### config.mk
export PLATFORM = sky130hd
export DESIGN_NAME = boolean_expr_flat
export DESIGN_NICKNAME = d
export VERILOG_FILES = /design/src/rtl/boolean_expr_if.sv /design/src/rtl/boolean_expr.sv /design/src/flat_wrapper.sv
export SDC_FILE = /design/constraint.sdc
export NUM_CORES = 1
export LEC_CHECK = 0
export CAP_MARGIN = 15
export CORE_MARGIN = 10
export CORE_UTILIZATION = 51
export DETAILED_ROUTE_END_ITERATION = 7
export GPL_TIMING_DRIVEN = 0
export PLACE_DENSITY = 0.89
export SYNTH_ARGS = -nofsm -noshare
export SYNTH_HDL_FRONTEND = slang
export SYNTH_SLANG_ARGS = --single-unit
### constraint.sdc
create_clock -name clk -period 2.6 [get_ports clk]
set_clock_uncertainty 0.15 [all_clocks]
set_input_delay 0.52 -clock clk [delete_from_list [all_inputs] [get_ports clk]]
set_output_delay 0.52 -clock clk [all_outputs]
set_load 0.01 [all_outputs]
### src/rtl/boolean_expr_if.sv
// Port bundle for boolean_expr: operand/result path, sweep control and truth tables.
// in_valid qualifies a/b/c for a single cycle; there is no backpressure, so each
// valid beat produces exactly one out_valid beat on the following cycle.
interface boolean_expr_if;
   logic       a;
   logic       b;
   logic       c;
   logic       in_valid;
   logic       y1;
   logic       y2;
   logic       y3;
   logic       out_valid;
   logic       sweep_start;
   logic       sweep_busy;
   logic       sweep_done;
   logic [7:0] tt_y1;
   logic [7:0] tt_y2;
   logic [7:0] tt_y3;
   logic [1:0] sweep_state;

   modport master (
      output a, b, c, in_valid, sweep_start,
      input  y1, y2, y3, out_valid, sweep_busy, sweep_done,
      input  tt_y1, tt_y2, tt_y3, sweep_state
   );

   modport slave (
      input  a, b, c, in_valid, sweep_start,
      output y1, y2, y3, out_valid, sweep_busy, sweep_done,
      output tt_y1, tt_y2, tt_y3, sweep_state
   );
endinterface

### src/rtl/boolean_expr.sv
// Registered evaluator for three fixed Boolean equations of a/b/c, plus an
// 8-step sweep engine that captures a truth table per equation.
module boolean_expr (
   input logic           clk,
   input logic           rst_n,
   boolean_expr_if.slave bus
);
   localparam logic [1:0] S_IDLE  = 2'd0;
   localparam logic [1:0] S_SWEEP = 2'd1;
   localparam logic [1:0] S_DONE  = 2'd2;

   logic [1:0] state;
   logic [2:0] idx;
   logic [7:0] tt_y1_q;
   logic [7:0] tt_y2_q;
   logic [7:0] tt_y3_q;
   logic       y1_q;
   logic       y2_q;
   logic       y3_q;
   logic       out_valid_q;
   logic [2:0] eval_res;
   logic [2:0] sweep_res;

   // Result order is {y1, y2, y3}.
   function automatic logic [2:0] eval_eq(input logic a, input logic b, input logic c);
      eval_eq = {(a & b) | (~b & c), (a | c) & (~a | b), a ^ b ^ c};
   endfunction

   assign eval_res  = eval_eq(bus.a, bus.b, bus.c);
   assign sweep_res = eval_eq(idx[2], idx[1], idx[0]);

   always_ff @(posedge clk or negedge rst_n) begin
      if (!rst_n) begin
         y1_q        <= 1'b0;
         y2_q        <= 1'b0;
         y3_q        <= 1'b0;
         out_valid_q <= 1'b0;
      end else begin
         out_valid_q <= bus.in_valid;
         if (bus.in_valid) begin
            y1_q <= eval_res[2];
            y2_q <= eval_res[1];
            y3_q <= eval_res[0];
         end
      end
   end

   // Starts are only honoured in IDLE, so a pulse during SWEEP or DONE is dropped.
   always_ff @(posedge clk or negedge rst_n) begin
      if (!rst_n) begin
         state   <= S_IDLE;
         idx     <= 3'd0;
         tt_y1_q <= 8'h00;
         tt_y2_q <= 8'h00;
         tt_y3_q <= 8'h00;
      end else begin
         case (state)
            S_IDLE: begin
               if (bus.sweep_start) begin
                  state   <= S_SWEEP;
                  idx     <= 3'd0;
                  tt_y1_q <= 8'h00;
                  tt_y2_q <= 8'h00;
                  tt_y3_q <= 8'h00;
               end
            end
            S_SWEEP: begin
               tt_y1_q[idx] <= sweep_res[2];
               tt_y2_q[idx] <= sweep_res[1];
               tt_y3_q[idx] <= sweep_res[0];
               idx          <= idx + 3'd1;
               if (idx == 3'd7) begin
                  state <= S_DONE;
               end
            end
            S_DONE: begin
               state <= S_IDLE;
            end
            default: begin
               state <= S_IDLE;
            end
         endcase
      end
   end

   assign bus.y1          = y1_q;
   assign bus.y2          = y2_q;
   assign bus.y3          = y3_q;
   assign bus.out_valid   = out_valid_q;
   assign bus.sweep_busy  = (state == S_SWEEP);
   assign bus.sweep_done  = (state == S_DONE);
   assign bus.tt_y1       = tt_y1_q;
   assign bus.tt_y2       = tt_y2_q;
   assign bus.tt_y3       = tt_y3_q;
   assign bus.sweep_state = state;
endmodule

### src/flat_wrapper.sv
// flat-port wrapper written by rule: the top's interface ports become plain ports
module boolean_expr_flat 
  (clk, rst_n, bus_a, bus_b, bus_c, bus_in_valid, bus_sweep_start, bus_y1, bus_y2, bus_y3, bus_out_valid, bus_sweep_busy, bus_sweep_done, bus_tt_y1, bus_tt_y2, bus_tt_y3, bus_sweep_state);
  boolean_expr_if bus_i ();
  input logic clk;
  input logic rst_n;
  input wire logic [$bits(bus_i.a)-1:0] bus_a;
  input wire logic [$bits(bus_i.b)-1:0] bus_b;
  input wire logic [$bits(bus_i.c)-1:0] bus_c;
  input wire logic [$bits(bus_i.in_valid)-1:0] bus_in_valid;
  input wire logic [$bits(bus_i.sweep_start)-1:0] bus_sweep_start;
  output wire logic [$bits(bus_i.y1)-1:0] bus_y1;
  output wire logic [$bits(bus_i.y2)-1:0] bus_y2;
  output wire logic [$bits(bus_i.y3)-1:0] bus_y3;
  output wire logic [$bits(bus_i.out_valid)-1:0] bus_out_valid;
  output wire logic [$bits(bus_i.sweep_busy)-1:0] bus_sweep_busy;
  output wire logic [$bits(bus_i.sweep_done)-1:0] bus_sweep_done;
  output wire logic [$bits(bus_i.tt_y1)-1:0] bus_tt_y1;
  output wire logic [$bits(bus_i.tt_y2)-1:0] bus_tt_y2;
  output wire logic [$bits(bus_i.tt_y3)-1:0] bus_tt_y3;
  output wire logic [$bits(bus_i.sweep_state)-1:0] bus_sweep_state;
  assign bus_i.a = bus_a;
  assign bus_i.b = bus_b;
  assign bus_i.c = bus_c;
  assign bus_i.in_valid = bus_in_valid;
  assign bus_i.sweep_start = bus_sweep_start;
  assign bus_y1 = bus_i.y1;
  assign bus_y2 = bus_i.y2;
  assign bus_y3 = bus_i.y3;
  assign bus_out_valid = bus_i.out_valid;
  assign bus_sweep_busy = bus_i.sweep_busy;
  assign bus_sweep_done = bus_i.sweep_done;
  assign bus_tt_y1 = bus_i.tt_y1;
  assign bus_tt_y2 = bus_i.tt_y2;
  assign bus_tt_y3 = bus_i.tt_y3;
  assign bus_sweep_state = bus_i.sweep_state;
  boolean_expr u_core (.clk(clk), .rst_n(rst_n), .bus(bus_i));
endmodule
# Word level (Yosys, flattened, before mapping)
# Index checks and enable logic that the tools add are counted.
# classes
add_sub_neg	1
magnitude_cmp	2
n_eq_ne	5
n_mux	14
bitwise_logic	20
n_reduce_logical	5
# ops
op	count
$pmux 8 s2	3
$bwmux 8	3
$mux 8	1
$and 1x1->1	6
$or 1x1->1	6
$pmux 3 s2	1
$lt 3x4->1 const B	1
$mux 2	2
$not 1->1	4
$pmux 2 s2	1
$reduce_and 2->1	2
$xor 1x1->1	4
$add 3x1->3 const B	1
$demux 1 s3	1
$eq 3x3->1 const B	1
$ge 3x1->1 const B	1
$mux 3	1
$eq 2x1->1 const B	1
$eq 2x2->1 const B	1
$logic_not 2->1	1
$ne 2x1->1 const B	1
$ne 2x2->1 const B	1
$reduce_bool 2->1	1
$logic_and 1x1->1	1
$mux 1	1
# totals
ff_bits	33
input_bits	7
output_inout_bits	32

# Longest topological paths before layout
# Gate-level depths: netlist (run 1).
# logic_depth
depth_word	6
depth_mapped	5
depth_no_buf	5

# Worst setup path before layout (run 1)
# OpenSTA, ideal clock, no wires.
# synth_path
kind	register to register
from	register u_core.idx[1]
to	register u_core.tt_y1_q[0], in the netlist u_core.bus.tt_y1[0]
setup_time_ns	0.118
arrival_ns	1.277
required_time_ns	2.332
setup_slack_ns	1.055
path_stages_with_launch	6
path_buffers	0
cell_sequence	dfrtp_1 inv_1 ha_1 and4bb_1 and2b_1 a21o_1
# synth_via
elab_chain_len	6
# synth_lines
item	line	text
start, declared	boolean_expr.sv:13	logic [2:0] idx;
start signal, assigned	boolean_expr.sv:71	idx <= idx + 3'd1;
$lt 3x4->1 (not written as such) or $ge 3x1->1 (tied branches)	boolean_expr.sv:68	tt_y1_q[idx] <= sweep_res[2];
$logic_and 1x1->1 (not written as such)	boolean_expr.sv:68	
$mux 1 (not written as such)	boolean_expr.sv:68	
$demux 1 s3	--	
$bwmux 8 (*)	boolean_expr.sv:68	
$pmux 8 s2 (*)	boolean_expr.sv:57	case (state)
end signal, assigned by index	boolean_expr.sv:68	
end, declared	boolean_expr.sv:14	logic [7:0] tt_y1_q;
# Every way passes the cells marked *; elsewhere a longest branch is shown, timed or not.
# A chain may end at the register's enable or synchronous reset.

# Worst setup path in the final report (run 1)
# layout_path
from	register u_core.state[1], in the netlist u_core.bus.sweep_state[1]
to	output bus_sweep_busy
# layout_via
elab_chain_len	1
# layout_lines
item	line	text
start, declared	boolean_expr.sv:12	logic [1:0] state;
start signal, assigned	boolean_expr.sv:51	state <= S_IDLE;
start signal, assigned	boolean_expr.sv:60	state <= S_SWEEP;
start signal, assigned	boolean_expr.sv:73	state <= S_DONE;
$eq 2x1->1	boolean_expr.sv:90	assign bus.sweep_busy = (state == S_SWEEP);
end, declared	flat_wrapper.sv:16	output wire logic [$bits(bus_i.sweep_busy)-1:0] bus_sweep_busy;
# No other way between the ends.

==> results of run 1 <==
==> layer usage <==
layer	share of wire, %	global-route usage [%]	wire (µm)
met5	0	0	0
met4	3.3	7.66	120
met3	7.9	6.06	285
met2	50	22.7	1790
met1	39	16.3	1400
==> registers in the layout (all words and copies together), names as in the netlist <==
signal                  count
u_core.idx                  3
u_core.bus.y1               1
u_core.bus.y3               1
u_core.bus.out_valid        1
u_core.bus.tt_y2            8
u_core.bus.sweep_state      2
u_core.bus.tt_y3            8
u_core.bus.y2               1
u_core.bus.tt_y1            8
==> cell type report <==
type	instances	share of cell area, %
repair buffers	39	20.3
clock inverters	3	2.30
well taps	31	1.93
inverters	3	0.684
flip-flops and latches	33	41.0
multi-input cells	73	30.6
plain buffers	4	1.31
clock buffers	5	1.86
==> worst paths after layout <==
kind	cells after the start	from	to
worst min-delay path	1	u_core.bus.tt_y1[0]$_DFFE_PN0P_	u_core.bus.tt_y1[0]$_DFFE_PN0P_
worst max-delay path	3	u_core.bus.sweep_state[1]$_DFFE_PN0P_	bus_sweep_busy
min in group asynchronous	1	rst_n	u_core.bus.tt_y2[6]$_DFFE_PN0P_
max in group asynchronous	2	rst_n	u_core.bus.tt_y2[2]$_DFFE_PN0P_
worst max register to register	5	u_core.idx[1]$_DFFE_PN0P_	u_core.bus.tt_y2[0]$_DFFE_PN0P_
worst min register to register	1	u_core.bus.tt_y1[0]$_DFFE_PN0P_	u_core.bus.tt_y1[0]$_DFFE_PN0P_
==> per-stage QoR <==
step	hold WS [ns]	util, %	cells	total power, mW
2_1_floorplan	0.0744	-	113	1.47
3_3_place_gp	0.309	69.0	182	1.91
3_5_place_dp	0.315	70.0	183	1.98
4_1_cts	0.339	73.0	191	2.38
5_1_grt	0.353	73.0	191	2.52
6_report	0.332	73.0	191	2.37
==> power groups by stage <==
stage | registers [mW] | clock network (mW) | logic [mW]
6_report | 0.805 | 0.393 | 1.17
3_3_place_gp | 0.803 | 0 | 1.11
3_5_place_dp | 0.815 | 0 | 1.16
2_1_floorplan | 0.859 | 0 | 0.606
5_1_grt | 0.831 | 0.419 | 1.27
4_1_cts | 0.808 | 0.393 | 1.18
==> cells in the mapped netlist, types with 2 or more instances <==
| master | count |
|---|---|
| a21o_1 | 8 |
| xnor2_1 | 2 |
| inv_1 | 2 |
| dfrtp_1 | 33 |
| ha_1 | 6 |
| nand2_1 | 2 |
| and4bb_1 | 4 |
| mux2i_1 | 3 |
| buf_4 | 3 |
| and2b_1 | 3 |
| nor2b_1 | 2 |
| a22o_1 | 4 |
| o31ai_1 | 2 |
| a21oi_1 | 2 |
| nand3_1 | 3 |
| nor2_1 | 6 |
| a31oi_2 | 3 |
| o2bb2ai_1 | 12 |
==> cells by family after synthesis <==
group                    synth area share (%)
AO/OA/AOI/OAI                            19.0
flip-flops                               55.7
AND/OR/NAND/NOR                          12.7
buffers and inverters                    2.70
adder cells (fa/ha/maj)                  5.06
multiplexers                             3.71
XOR/XNOR                                 1.18
==> run metrics, run 1 <==
status=finished, final reports clean; core area=about 0.0028 mm²; largest net degree at the start of global routing=20; Layout area overhead=35.8%; Synth Area per Inst=13.1 µm²; drt wl/cell=18.8 µm; Via density=just under 6; PostCTS Resize Cnt=0; Clk pwr share=between 10% and 20%; routed via count=1102; initial antenna violation count=0; Worst VDD drop=921 µV; post-DP HPWL=2.68 mm; commonest non-fill, non-tap cell in the layout=clkdlybuf4s50_1; worst slew pin tran=slightly below 0.8 ns; largest cells by area after synthesis=dfrtp_1, o2bb2ai_1, ha_1; Sequential Power Share=between 30% and 40%; Final Instance Area=0.00201 mm²; Place WS=0.524 ns; Ports=39; Die Footprint=~0.0055 mm²; CP Cell Sequence=or2b_4 > inv_4 > clkdlybuf4s50_1; port buffer count=38; Synth top area share=55.7%; Post-synth top flop=dfrtp_1; Nets=172; Net Switching=around 0.91 mW; Worst R2R Setup Slack=0.89 ns; TritonRoute pass-1 iters=4; vias in the first global route=1199; post-CTS setup buffer count=0; GRT Util Overall=between 10% and 20%; internal power=1.46 mW; Synth Register Bits=33; H-tree depth=2; worst endpoint required time=slightly below 2 ns; Synth Warn #=0; final worst-path cycle share=between 90% and 100%; global-route wire length before repair=slightly above 6 mm; Worst-Skew Late Latency=0.34 ns; clock buffer depth=2; setup violators final=0; Num CTS Buffers=5; post-synthesis cell area=approximately 0.0015 mm²; max cap viols=0; delay-heaviest family, CP=buffers and inverters; Mapped Cells=113; clock sinks=33; ys async rst share=100%; Post-synth EDFFs=0; Hold WC Path Type=reg2reg; Post-Syn Nets=126; most frequent cells in the layout=clkdlybuf4s50_1, dfrtp_1, o2bb2ai_1, a21o_1; Root Buffer Master=clkbuf_4; initial core utilization=53.8%; DRC violations left=0; Die Height=73.9 µm; critical path class=reg2out; WL final=between 3 and 4 mm; Antenna Violating Nets Remaining=0; slowest CP cell=clkdlybuf4s50_1; Fill cells=approximately 190; multi-input logic area=617 µm²; post-layout minimum cycle time=between 2 and 2.5 ns; ant diodes=0; share of cells above drive strength 1=between 10% and 20%; Setup WS post-layout=around 0.15 ns; register area share after synthesis=approximately 56%; crit path launch type=flop; CP Data Arrival Time=approximately 1.8 ns; fmax=408 MHz; Reg area=approximately 830 µm²; RD Place Congestion=approximately 0.73; Starting DRT DRC Count=70; TritonCTS clock tree=yes; Worst-path clk slew=approximately 0.11 ns; Net Sw Frac=a little under two fifths; gr ovfl total=0; Leakage=between 0.9 and 1 nW; Critical path buffers and inverters=2; worst stage delay on the critical path=0.55 ns; pwr dens=1180 mW/mm²; post-synth top area cell=dfrtp_1; die width=around 74 µm; final hold violations=0; Setup TNS Final=0 ns; RSZ-0062 raised after global routing=false; row count=19; CP endpoint kind=output port; Worst slew margin=~48%; Unique masters post-synth=31; DP Area=between 0.0015 and 0.002 mm²; Slew Limit Fails=0; Crit Path Max Fanout=9; hold-fix buffers at CTS=0; Logic pwr share=49.4%
Note: power is estimated with default switching activity, not from simulation.
==> inputs of run 2 (changes only) <==
--- a/config.mk
+++ b/config.mk
@@ -8,6 +8,7 @@
 export CAP_MARGIN = 15
 export CORE_MARGIN = 10
 export CORE_UTILIZATION = 51
+export CTS_CLUSTER_SIZE = 8
 export DETAILED_ROUTE_END_ITERATION = 7
 export GPL_TIMING_DRIVEN = 0
 export PLACE_DENSITY = 0.89
==> results of run 2 <==
Same layout as run 1: the final DEF is identical, and so are final timing and power.
